`src/rtl/plastic_neuron_array_pkg.sv`:
```
// Shared types and defaults for the plastic neuron array.
package plastic_pkg;

  typedef enum logic [2:0] {
    IDLE     = 3'd0,
    MAC      = 3'd1,
    OUT      = 3'd2,
    WAIT_ERR = 3'd3,
    LEARN    = 3'd4
  } state_t;

  localparam int N_IN_DEF   = 4;
  localparam int DATA_W_DEF = 16;
  localparam int W_W_DEF    = 16;
  localparam int ACC_W_DEF  = 40;
  localparam int LR_DEF     = 20;
  localparam int W_INIT_DEF = 1058;
  localparam int W_MIN_DEF  = -32000;
  localparam int W_MAX_DEF  = 32000;

  function automatic int idx_w(input int n);
    idx_w = (n > 1) ? $clog2(n) : 1;
  endfunction

endpackage

```
`src/rtl/plastic_neuron_array_weight_update.sv`:
```
// Sign-Hebbian step for one synapse: moves the weight by the learning rate
// towards the error sign when the input was positive, clamped to [W_MIN, W_MAX].
module plastic_weight_update #(
  parameter int DATA_W        = 16,
  parameter int W_W           = 16,
  parameter int LEARNING_RATE = 20,
  parameter int W_MIN         = -32000,
  parameter int W_MAX         = 32000
) (
  input  logic signed [DATA_W-1:0] x,
  input  logic signed [DATA_W-1:0] e,
  input  logic signed [W_W-1:0]    w_old,
  output logic signed [W_W-1:0]    w_new
);

  localparam logic signed [DATA_W-1:0] ZERO_D  = '0;
  localparam logic signed [W_W:0]      LR_EXT  = (W_W+1)'(LEARNING_RATE);
  localparam logic signed [W_W:0]      MIN_EXT = (W_W+1)'(W_MIN);
  localparam logic signed [W_W:0]      MAX_EXT = (W_W+1)'(W_MAX);

  logic signed [W_W:0] w_ext_s;
  logic signed [W_W:0] inc_s;
  logic signed [W_W:0] dec_s;

  // One extra bit of headroom so the step can never wrap before clamping
  always_comb begin
    w_ext_s = {w_old[W_W-1], w_old};
    inc_s   = w_ext_s + LR_EXT;
    dec_s   = w_ext_s - LR_EXT;
    w_new   = w_old;
    if ((x > ZERO_D) && (e > ZERO_D)) begin
      if (inc_s > MAX_EXT) begin
        w_new = MAX_EXT[W_W-1:0];
      end else begin
        w_new = inc_s[W_W-1:0];
      end
    end else if ((x > ZERO_D) && (e < ZERO_D)) begin
      if (dec_s < MIN_EXT) begin
        w_new = MIN_EXT[W_W-1:0];
      end else begin
        w_new = dec_s[W_W-1:0];
      end
    end else begin
      w_new = w_old;
    end
  end

endmodule

```
`src/rtl/plastic_neuron_array.sv`:
```
// Plastic neuron: serial MAC of a latched input vector against per-synapse
// weights, followed by an optional error-driven sign-Hebbian weight pass.
import plastic_pkg::*;

module plastic_neuron_array #(
  parameter int N_IN          = N_IN_DEF,
  parameter int DATA_W        = DATA_W_DEF,
  parameter int W_W           = W_W_DEF,
  parameter int ACC_W         = ACC_W_DEF,
  parameter int LEARNING_RATE = LR_DEF,
  parameter int W_INIT        = W_INIT_DEF,
  parameter int W_MIN         = W_MIN_DEF,
  parameter int W_MAX         = W_MAX_DEF
) (
  input  logic                     clk,
  input  logic                     rst,
  input  logic                     in_valid,
  output logic                     in_ready,
  input  logic [N_IN*DATA_W-1:0]   in_data,
  output logic                     out_valid,
  input  logic                     out_ready,
  output logic signed [ACC_W-1:0]  out_data,
  input  logic                     learn_en,
  input  logic                     err_valid,
  output logic                     err_ready,
  input  logic signed [DATA_W-1:0] err_data,
  output logic                     busy
);

  localparam int                  IDX_W    = idx_w(N_IN);
  localparam logic [IDX_W-1:0]    IDX_LAST = IDX_W'(N_IN - 1);
  localparam logic signed [W_W-1:0] W_INIT_V = W_W'(W_INIT);

  state_t                     state_r;
  logic [N_IN*DATA_W-1:0]     x_vec_r;
  logic signed [W_W-1:0]      w_r [N_IN];
  logic signed [ACC_W-1:0]    acc_r;
  logic [IDX_W-1:0]           idx_r;
  logic signed [DATA_W-1:0]   e_r;
  logic                       in_ready_r;
  logic                       err_ready_r;
  logic                       busy_r;
  logic                       out_valid_r;
  logic signed [ACC_W-1:0]    out_data_r;

  logic signed [DATA_W-1:0]     x_arr_s [N_IN];
  logic signed [DATA_W-1:0]     x_sel_s;
  logic signed [W_W-1:0]        w_sel_s;
  logic signed [DATA_W+W_W-1:0] prod_s;
  logic signed [ACC_W-1:0]      acc_next_s;
  logic signed [W_W-1:0]        w_new_s;

  // Unpack the latched vector so the shared index can select one sample
  always_comb begin
    for (int i = 0; i < N_IN; i++) begin
      x_arr_s[i] = x_vec_r[i*DATA_W +: DATA_W];
    end
  end

  assign x_sel_s    = x_arr_s[idx_r];
  assign w_sel_s    = w_r[idx_r];
  assign prod_s     = x_sel_s * w_sel_s;
  assign acc_next_s = acc_r + ACC_W'(prod_s);

  plastic_weight_update #(
    .DATA_W        (DATA_W),
    .W_W           (W_W),
    .LEARNING_RATE (LEARNING_RATE),
    .W_MIN         (W_MIN),
    .W_MAX         (W_MAX)
  ) u_update (
    .x     (x_sel_s),
    .e     (e_r),
    .w_old (w_sel_s),
    .w_new (w_new_s)
  );

  // Control FSM with datapath registers; ready/busy flags track the next state
  always_ff @(posedge clk) begin
    if (!rst) begin
      state_r     <= IDLE;
      x_vec_r     <= '0;
      acc_r       <= '0;
      idx_r       <= '0;
      e_r         <= '0;
      out_data_r  <= '0;
      out_valid_r <= 1'b0;
      in_ready_r  <= 1'b1;
      err_ready_r <= 1'b0;
      busy_r      <= 1'b0;
      for (int i = 0; i < N_IN; i++) begin
        w_r[i] <= W_INIT_V;
      end
    end else begin
      case (state_r)
        IDLE: begin
          if (in_valid && in_ready_r) begin
            x_vec_r    <= in_data;
            acc_r      <= '0;
            idx_r      <= '0;
            state_r    <= MAC;
            in_ready_r <= 1'b0;
            busy_r     <= 1'b1;
          end
        end
        MAC: begin
          acc_r <= acc_next_s;
          if (idx_r == IDX_LAST) begin
            out_data_r  <= acc_next_s;
            out_valid_r <= 1'b1;
            idx_r       <= '0;
            state_r     <= OUT;
          end else begin
            idx_r <= idx_r + IDX_W'(1);
          end
        end
        OUT: begin
          if (out_ready) begin
            out_valid_r <= 1'b0;
            if (learn_en) begin
              state_r     <= WAIT_ERR;
              err_ready_r <= 1'b1;
            end else begin
              state_r    <= IDLE;
              in_ready_r <= 1'b1;
              busy_r     <= 1'b0;
            end
          end
        end
        WAIT_ERR: begin
          if (err_valid && err_ready_r) begin
            e_r         <= err_data;
            idx_r       <= '0;
            state_r     <= LEARN;
            err_ready_r <= 1'b0;
          end
        end
        LEARN: begin
          w_r[idx_r] <= w_new_s;
          if (idx_r == IDX_LAST) begin
            idx_r      <= '0;
            state_r    <= IDLE;
            in_ready_r <= 1'b1;
            busy_r     <= 1'b0;
          end else begin
            idx_r <= idx_r + IDX_W'(1);
          end
        end
        default: begin
          state_r     <= IDLE;
          out_valid_r <= 1'b0;
          in_ready_r  <= 1'b1;
          err_ready_r <= 1'b0;
          busy_r      <= 1'b0;
        end
      endcase
    end
  end

  assign in_ready  = in_ready_r;
  assign err_ready = err_ready_r;
  assign busy      = busy_r;
  assign out_valid = out_valid_r;
  assign out_data  = out_data_r;

endmodule

```
`config.mk`:
```
export PLATFORM = sky130hd
export DESIGN_NAME = plastic_neuron_array
export DESIGN_NICKNAME = d
export VERILOG_FILES = /design/src/rtl/plastic_neuron_array_pkg.sv /design/src/rtl/plastic_neuron_array_weight_update.sv /design/src/rtl/plastic_neuron_array.sv
export SDC_FILE = /design/constraint.sdc
export NUM_CORES = 1
export LEC_CHECK = 0
export CORE_MARGIN = 3
export CORE_UTILIZATION = 30
export DETAILED_ROUTE_END_ITERATION = 10
export PLACE_DENSITY = 0.47
export REMOVE_ABC_BUFFERS = 1
export SYNTH_ARGS = -nofsm -noshare
export SYNTH_HDL_FRONTEND = slang
export SYNTH_SLANG_ARGS = --single-unit
```
`constraint.sdc`:
```
create_clock -name clk -period 8.4 [get_ports clk]
set_clock_uncertainty 0.15 [all_clocks]
set_input_delay 2.1 -clock clk [delete_from_list [all_inputs] [get_ports clk]]
set_output_delay 2.1 -clock clk [all_outputs]
set_load 0.05 [all_outputs]
```
## Word level (Yosys, flattened, before mapping)

Memory sizes are Yosys's and may differ from the RTL's. A register that Yosys moved wholly into a read port is not among the register bits.
Cells that the tools add are included.

| cells by class | value |
|---|---|
| order comparisons | 6 |
| reduce and logical (&&, ||, !) cells | 21 |
| add/sub/neg operators | 4 |
| bitwise operators | 4 |
| equal/unequal tests | 12 |
| $mul | 1 |
| muxes and demuxes | 45 |

Operator list:

| operator | count |
|---|---|
| $mux 16 | 7 |
| $pmux 40 s2 | 1 |
| $add 40x32->40 | 1 |
| $mux 40 | 1 |
| $bmux 16 s2 | 1 |
| $gt 16x1->1 const B | 2 |
| $mul 16x16->32 | 1 |
| $add 16x6->17 const B | 1 |
| $gt 17x16->1 const B | 1 |
| $lt 17x16->1 const B | 1 |
| $mux 1 | 17 |
| $sub 16x6->17 const B | 1 |
| $lt 16x1->1 const B | 1 |
| $reduce_or 16->1 | 1 |
| $mux 3 | 5 |
| $pmux 3 s5 | 1 |
| $mux 2 | 7 |
| $ne 2x2->1 const B | 7 |
| $reduce_and 5->1 | 2 |
| $pmux 1 s4 | 2 |
| $reduce_and 2->1 | 4 |
| $eq 3x2->1 const B | 2 |
| $pmux 1 s3 | 2 |
| $pmux 2 s3 | 1 |
| other kinds (15) | 23 |

| storage, ports and cells | value |
|---|---|
| register bits after elaboration | 169 |
| bits in writable memories | 64 |
| word-level logic and storage cells | 104 |
| output and inout port bits | 44 |
| memories kept | 1 |

Memories:

| name | depth | width | rd ports | clocked after Yosys merged registers in | write ports | RTL line | RTL |
|---|---|---|---|---|---|---|---|
| w_r | 4 | 16 | 1 | 1 | 4 | plastic_neuron_array.sv:36 | `logic signed [W_W-1:0] w_r [N_IN];` |

## Depth between registers and ports, before layout

Gate-level depths: netlist (run 1).

| logic depth | value |
|---|---|
| word-level depth | 9 |
| depth in mapped cells | 31 |

## Hierarchy

A second synthesis (run 1) with hierarchy kept.

| unflattened totals | value |
|---|---|
| cell total of the unflattened synthesis | 2541 |
| area total of the unflattened synthesis | 22920.7 µm² |

Modules (own cells, without submodules):

| module | seq. area each (µm²) | cells each | area an instance (µm²) | instances |
|---|---|---|---|---|
| plastic_neuron_array | 5345.1 | 2363 | 21748.4 | 1 |
| plastic_weight_update | 0.0 | 178 | 1172.4 | 1 |

## Worst setup path after synthesis (run 1)

No wires, ideal clock.

| timing | value |
|---|---|
| path type | flip-flop to flip-flop |
| start | register idx_r[1] |
| end | register acc_r[39] |
| path slack | 0.682 ns |
| path buffers | 3 |
| arrival time | 7.437 ns |
| clock period less this slack | 7.718 ns |
| cell stages (with the launch flop) | 29 |
| path through | dfxtp_1 > clkbuf_1 > buf_2 > mux2i_1 > mux2i_1 > clkbuf_1 > nand2_1 > inv_1 > fa_1 > fa_1 > inv_1 > fa_1 > inv_1 > fa_1 > fa_1 > inv_1 > fa_1 > inv_1 > ha_1 > a21oi_1 > o21ai_0 > a221o_1 > a21oi_1 > or3_1 > o21ai_0 > o41ai_1 > mux2i_1 > nor4b_1 > o21ai_0 |

| on the way | value |
|---|---|
| cells in the longest elaborated chain, start to end | 7 |

RTL lines:

| element | RTL line | RTL |
|---|---|---|
| start, declared | plastic_neuron_array.sv:38 | `logic [IDX_W-1:0] idx_r;` |
| start signal, assigned | plastic_neuron_array.sv:114 | `idx_r <= idx_r + IDX_W'(1);` |
| start signal, assigned | plastic_neuron_array.sv:146 | `idx_r <= idx_r + IDX_W'(1);` |
| $not 2->3 (implied by the code) | plastic_neuron_array.sv:60 | `assign x_sel_s = x_arr_s[idx_r];` |
| $bmux 16 s2 | plastic_neuron_array.sv:60 |  |
| $mux 16 (implied by the code) (2 in a row) | plastic_neuron_array.sv:60 |  |
| $mul 16x16->32 | plastic_neuron_array.sv:62 | `assign prod_s = x_sel_s * w_sel_s;` |
| $add 40x32->40 | plastic_neuron_array.sv:63 | `assign acc_next_s = acc_r + ACC_W'(prod_s);` |
| $pmux 40 s2 | plastic_neuron_array.sv:95 | `case (state_r)` |
| end signal, assigned | plastic_neuron_array.sv:107 | `acc_r <= acc_next_s;` |
| end, declared | plastic_neuron_array.sv:37 | `logic signed [ACC_W-1:0] acc_r;` |

Every way passes these cells. The select of a mux whose other input is x is not followed.
A chain may end at the register's enable or synchronous reset.

## Worst setup path after layout (run 1)

| timing | value |
|---|---|
| start | register idx_r[0] |
| end | register acc_r[39] |

The elaborated chain is that of the path after synthesis.

==> reports/results.tsv, run 1 <==
metric	value	unit
max-cap viol count	0	
chip width	284	um
Total Power	7.97	mW
Synth Register Bits	235	
clk_lat worst skew	610	ps
worst hold path type	flip-flop to flip-flop	
sequential area share after synthesis	0.231	
WHS	314	ps
layout cell share with drive strength beyond 1	0.0658	
Crit Reg-Reg Startpoint	idx_r[0]$_SDFFE_PN0P_	
post-CTS setup buffer count	0	
CP bufs+invs	6	
clock-pin slew on the worst setup and hold paths	60	ps
crit start category	flip-flop	
P&R area growth vs syn	15.4	%
Reg area	5350	um^2
maximum vdd drop	0.000242	V
hpwl dp	53.5	mm
Hold-fix buffers, CTS	0	
vias in the first global route	19100	
vias per cell	4.78	
P_leak	11.7	nW
final setup vio count	0	
Slowest cell on crit path	mux4_2	
port bufs	129	
crit-path cells	buf_12 > mux4_2 > and2_1 > fa_1 > inv_1 > fa_1 > inv_1 > fa_1 > fa_1 > fa_1 > inv_1 > fa_1 > inv_1 > ha_1 > and3_1 > a221o_1 > a21oi_1 > or3_1 > o21ai_0 > o41ai_1 > buf_4 > mux2i_1 > nor4b_2 > o21ai_0	
largest net degree at the start of global routing	87	
worst slew pin tran	1210	ps
gr usage total	0.176	
final hold viol count	0	
H-Tree Depth	1	
Post-Route WL	69.7	mm
Post-DRT Antenna Nets	0	
CP dominant cell by count	fa_1	
Synth Warn #	0	
clock sinks	235	
Avg Cell Area, Syn	9.08	um^2
CTS buffer count	29	
Via Count	17700	
routed len/inst	18.9	um
Post-Syn Instances	2550	
Crit Path Max Fanout	17	
Slew Viols, Final	0	
first-pass GRT wire length	112	mm
setup tns final	0	ps
critical hold path startpoint	out_data[5]$_SDFFE_PN0P_	
CTS tree	yes	
root buffer cell	clkbuf_16	
multi-input logic area	15800	um^2
Clock Path Buffers	3	
core area	76200	um^2
Min Clock Period, post-route	8010	ps
io pins	130	
post-synthesis instance area	23200	um^2
FP Rows	101	
CP top delay family	adder cells	
Initial Util	0.304	
Power Dens Cells	298	nW/um^2
Final #Nets	3173	
height of the chip	284	um
Worst Path Arrival	8350	ps
FFs w/ async S/R, synth	0	
crit share post-route	0.954	
Yosys cell types	78	
Setup crit end kind	flip-flop	
status	finished, final reports clean	
Pre-antenna DRT Iters	7	
DIE AREA	80500	um^2
RSZ-0062 raised after global routing	false	
Crit path required time	8730	ps
relative slew slack	0.191	
GPL Wtd Cong	0.844	
Iter 0 DRT Violations	960	
GR Overflow Total	0	
drt drc	0	
fillers	7874	
initial antenna violation count	3	
Worst Setup SP	idx_r[0]$_SDFFE_PN0P_	
max frequency	0.125	GHz
Top FF cell, synth	dfxtp_1	
number of synthesized flops with an enable pin	64	
critical path type	flip-flop to flip-flop	
max incr delay on CP	820	ps
report_power, final:
| part | leakage, nW | internal [mW] | total (mW) | switching, mW |
|---|---|---|---|---|
| registers | 2.01 | 1.24 | 1.30 | 0.0548 |
| logic | 9.20 | 2.10 | 5.32 | 3.22 |
| clock network | 0.497 | 0.800 | 1.35 | 0.548 |
synthesized netlist by cell type, types with 4 or more instances:
cell      count  area share
a21boi_0    142       0.046
xor2_1       21      0.0079
nor2_1      154       0.025
buf_2         8      0.0017
a211oi_1      5      0.0016
nand4_1      19      0.0051
buf_1         9      0.0015
a21oi_1      39      0.0084
fa_1        330        0.29
o211ai_1      4      0.0013
o21a_1        7      0.0023
mux4_2       27       0.026
nand2b_1      6      0.0016
or3_1        10      0.0027
nand2_1     466       0.076
o21ai_0      55       0.012
o22ai_1       4      0.0011
a22oi_1       4      0.0013
inv_1       428       0.069
nor2b_1       9      0.0024
ha_1        119       0.064
clkbuf_1    107       0.017
mux2_2       16      0.0078
o21bai_1      4      0.0013
o21ai_1       9      0.0019
nor4_1        9      0.0024
and3_1       10      0.0027
nand3_1      55       0.012
edfxtp_1     64       0.083
dfxtp_1     171        0.15
a21o_1       12      0.0039
mux2i_1      26       0.011
or2_2         4      0.0011
a31oi_1      11      0.0030
nor3_1       19      0.0041
xnor2_1      30       0.011
and2_1       74       0.020
cell families (layout without fill, tap and decap cells):
family          Yosys count  after routing  synth area share
buf+inv                 555            666            0.0907
fa+ha+maj               449            449             0.350
simple gates            850            850             0.160
flops                   235            235             0.231
compound gates          341            341             0.104
other cells               0              2                 0
mux                      69             69            0.0453
xor+xnor                 51             51            0.0193
worst register-to-register path, delay by kind of cell, from the launching register on:
kind | cells | cell delay (ps)
buf+inv | 6 | 660
simple gates | 4 | 1030
compound gates | 5 | 1210
flops | 1 | 570
fa+ha+maj | 7 | 3410
mux | 2 | 900
what timing repair did:
| item | 4_1_cts | 5_1_grt |
|---|---|---|
| endpoints found under the setup margin | 1 | 16 |
| pin swaps | 0 | 0 |
| gates resized for setup | 1 | 7 |
| endpoints found under the hold margin | 0 | 0 |
final cells by class:
type | count | share of cell area
Sequential cell | 235 | 0.200
Multi-Input combinational cell | 1760 | 0.589
Clock buffer | 35 | 0.0284
Clock inverter | 19 | 0.00903
Antenna cell | 2 | 0.000187
Timing Repair Buffer | 182 | 0.0642
Tap cell | 1030 | 0.0482
Inverter | 430 | 0.0605
final timing paths:
path	endpoint	slack [ps]	depth (start not counted)
hold reg to reg	out_data[5]$_SDFFE_PN0P_	310	2
setup reg to reg	acc_r[39]$_SDFFE_PN0P_	390	24
setup / recovery	acc_r[39]$_SDFFE_PN0P_	390	24
hold / removal	out_data[5]$_SDFFE_PN0P_	310	2
cell usage in the layout (no fill, tap or decap), types with 6 or more instances in the layout:
cell type	netlist	final
nand2_1	466	465
inv_1	428	427
fa_1	330	329
dfxtp_1	171	168
nor2_1	154	152
a21boi_0	142	141
clkdlybuf4s50_1	0	128
ha_1	119	119
and2_1	74	74
edfxtp_1	64	64
o21ai_0	55	55
nand3_1	55	54
buf_4	0	51
a21oi_1	39	39
xnor2_1	30	30
clkbuf_16	0	29
mux4_2	27	27
mux2i_1	26	26
xor2_1	21	21
nand4_1	19	19
nor3_1	19	18
mux2_2	16	16
a21o_1	12	12
a31oi_1	11	11
o21ai_1	9	9
or3_1	10	9
nor4_1	9	9
and3_1	10	9
nor2b_1	9	9
o21a_1	7	7
nand2b_1	6	6
clkinv_2	0	6
routing by layer:
metal | GRT usage | vias to the layer above | routed length [um]
met5 | 0 | - | 0
met4 | 0.0452 | 0 | 1760
met3 | 0.0192 | 74 | 2980
met2 | 0.294 | 343 | 33200
met1 | 0.243 | 8982 | 31800
li1 | - | 8261 | -
flip-flops by register name, indices dropped and copies added (netlist names), named ones only:
signal	cells
out_data	40
out_valid	1
e_r	16
err_ready	1
acc_r	40
state_r	3
x_vec_r	64
in_ready	1
idx_r	2
busy	1
w_r	64
stage by stage:
step	worst slack [ps]	cell area (um^2)	utilization	std cells
2_1_floorplan	164	22700	-	2425
4_1_cts	91.1	26700	0.350	3691
5_1_grt	4.21	26700	0.351	3693
3_3_place_gp	115	25700	0.337	3637
3_5_place_dp	38.3	25700	0.337	3637
6_report	385	26700	0.351	3693
Power figures use the tool's default switching activity.
==> run 2: changes to the inputs <==
--- a/config.mk
+++ b/config.mk
@@ -5,10 +5,11 @@
 export SDC_FILE = /design/constraint.sdc
 export NUM_CORES = 1
 export LEC_CHECK = 0
+export CORE_ASPECT_RATIO = 0.9
 export CORE_MARGIN = 3
-export CORE_UTILIZATION = 30
+export CORE_UTILIZATION = 50
 export DETAILED_ROUTE_END_ITERATION = 10
-export PLACE_DENSITY = 0.47
+export PLACE_DENSITY = 0.7
 export REMOVE_ABC_BUFFERS = 1
 export SYNTH_ARGS = -nofsm -noshare
 export SYNTH_HDL_FRONTEND = slang
==> constraint.sdc (replaced) <==
create_clock -name clk -period 8.4 [get_ports clk]
set_clock_uncertainty 0.15 [all_clocks]
set_input_delay 2.1 -clock clk [delete_from_list [all_inputs] [get_ports clk]]
set_output_delay 2.1 -clock clk [all_outputs]
set_load 0.02 [all_outputs]
==> reports/results.tsv, run 2 (synthesis gave the netlist of run 1 again) <==
metric	value	unit	change
initial antenna violation count	0		-3
status	finished, final reports clean		
Power Dens Cells	299	nW/um^2	+0.30%
Hold-fix buffers, CTS	0		unchanged
clk_lat worst skew	590	ps	-20 ps
layout cell share with drive strength beyond 1	0.0597		-0.00607
first-pass GRT wire length	105	mm	-6.8%
worst reg2reg setup slack	260	ps	-130 ps
gr usage total	0.269		+0.0933
Crit Path Max Fanout	23		+6
multi-input logic area	15800	um^2	about the same
Iter 0 DRT Violations	1385		+44%
worst slew pin tran	1080	ps	-137 ps
Post-DRT Antenna Nets	0		unchanged
maximum vdd drop	0.000270	V	+12%
post-CTS setup buffer count	0		unchanged
Worst Path Arrival	8460	ps	+110 ps
Crit path required time	8710	ps	-20 ps
largest registers	w_r (64), x_vec_r (64)		
port bufs	129		unchanged
Clock Path Buffers	3		unchanged
vias per cell	5.51		+15%
clock sinks	235		unchanged
clock-pin slew on the worst setup and hold paths	60	ps	about the same
Initial Util	0.508		+0.204
crit start category	flip-flop		
critical path type	flip-flop to flip-flop		
CP bufs+invs	6		unchanged
DIE AREA	48900	um^2	-39%
Non-Filler Instances	3255		-12%
largest net degree at the start of global routing	100		+15%
height of the chip	210	um	-26%
CP dominant cell by count	fa_1		
hpwl dp	48.1	mm	-10%
Inst Count DP	3205		-12%
most frequent cells in the layout	nand2_1 (466), inv_1 (427), fa_1 (329)		
routed len/inst	19.4	um	+3.0%
chip width	233	um	-18%
FP Rows	74		-27%
Setup crit end kind	flip-flop		
Slew Viols, Final	0		unchanged
final hold viol count	0		unchanged
max-cap viol count	0		unchanged
# diodes	0		-2
max incr delay on CP	660	ps	-160 ps
RSZ-0062 raised after global routing	false		
CTS buffer count	27		-6.9%
Slowest cell on crit path	mux4_2		
setup tns final	0	ps	unchanged
final setup vio count	0		unchanged
Post-CTS Resized	0		-1
crit share post-route	0.969		+0.0153
P_leak	11.6	nW	-0.94%
Post-Route WL	63.3	mm	-9.2%
commonest non-fill, non-tap cell in the layout	nand2_1		
max frequency	0.123	GHz	-1.6%
drt drc	0		unchanged
P&R area growth vs syn	12.4	%	
CTS tree	yes		
root buffer cell	clkbuf_16		
fillers	4047		-49%
worst hold path type	flip-flop to flip-flop		
H-Tree Depth	1		unchanged
GPL Wtd Cong	0.918		+8.8%
core area	45600	um^2	-40%
CP top delay family	adder cells		
relative slew slack	0.282		+0.0911
Via Count	17900		+1.6%
io pins	130		unchanged
GR Overflow Total	0		unchanged
Final #Nets	3161		-0.38%
Min Clock Period, post-route	8140	ps	+128 ps
vias in the first global route	19200		+0.53%
Pre-antenna DRT Iters	5		-2
Reg area	5350	um^2	about the same
-- run 2: metal layers --
| metal | share of wire | up-vias | track usage |
|---|---|---|---|
| met3 | 0.069 | 117 | 0.0424 |
| met4 | 0.029 | 0 | 0.0747 |
| met2 | 0.46 | 600 | 0.431 |
| li1 | - | 8250 | - |
| met1 | 0.44 | 8973 | 0.383 |
| met5 | 0 | - | 0 |
-- run 2: area by class of cell --
class	count	area share
flip-flops and latches	235	0.206
well taps	608	0.0292
inverters	430	0.0622
multi-input cells	1760	0.606
clock inverters	14	0.00678
repair buffers	172	0.0626
clock buffers	36	0.0280
-- run 2: stage by stage --
stage	hold WS, ps	power (mW)	utilization	setup WS (ps)	cell area [um^2]
after floorplan	290	5.11	-	164	22700
after global placement	300	6.33	0.551	363	25100
after detailed placement	307	6.46	0.551	216	25100
after CTS	315	7.76	0.571	102	26000
after global routing	338	8.58	0.571	14.0	26000
final	315	7.78	0.571	257	26000
-- run 2: path summary, 6_finish.rpt --
check	depth (start not counted)	start	to
setup / recovery	25	idx_r[1]$_SDFFE_PN0P_	acc_r[39]$_SDFFE_PN0P_
hold / removal	2	x_vec_r[40]$_SDFFE_PN0P_	x_vec_r[40]$_SDFFE_PN0P_
setup reg to reg	25	idx_r[1]$_SDFFE_PN0P_	acc_r[39]$_SDFFE_PN0P_
hold reg to reg	2	x_vec_r[40]$_SDFFE_PN0P_	x_vec_r[40]$_SDFFE_PN0P_
-- run 2: report_power, final --
group	total, mW	leakage [nW]	switching [mW]	internal (mW)
registers	1.29	2.01	0.0502	1.24
clock network	1.23	0.439	0.517	0.709
logic	5.26	9.15	3.16	2.09
total	7.78	11.6	3.73	4.05
-- run 2: worst min-delay path, delay by kind of cell (launching register included) --
kind	cells	cell delay, ps
AOI/OAI and AO/OA	1	60
DFF	1	310
and+or+nand+nor	1	50
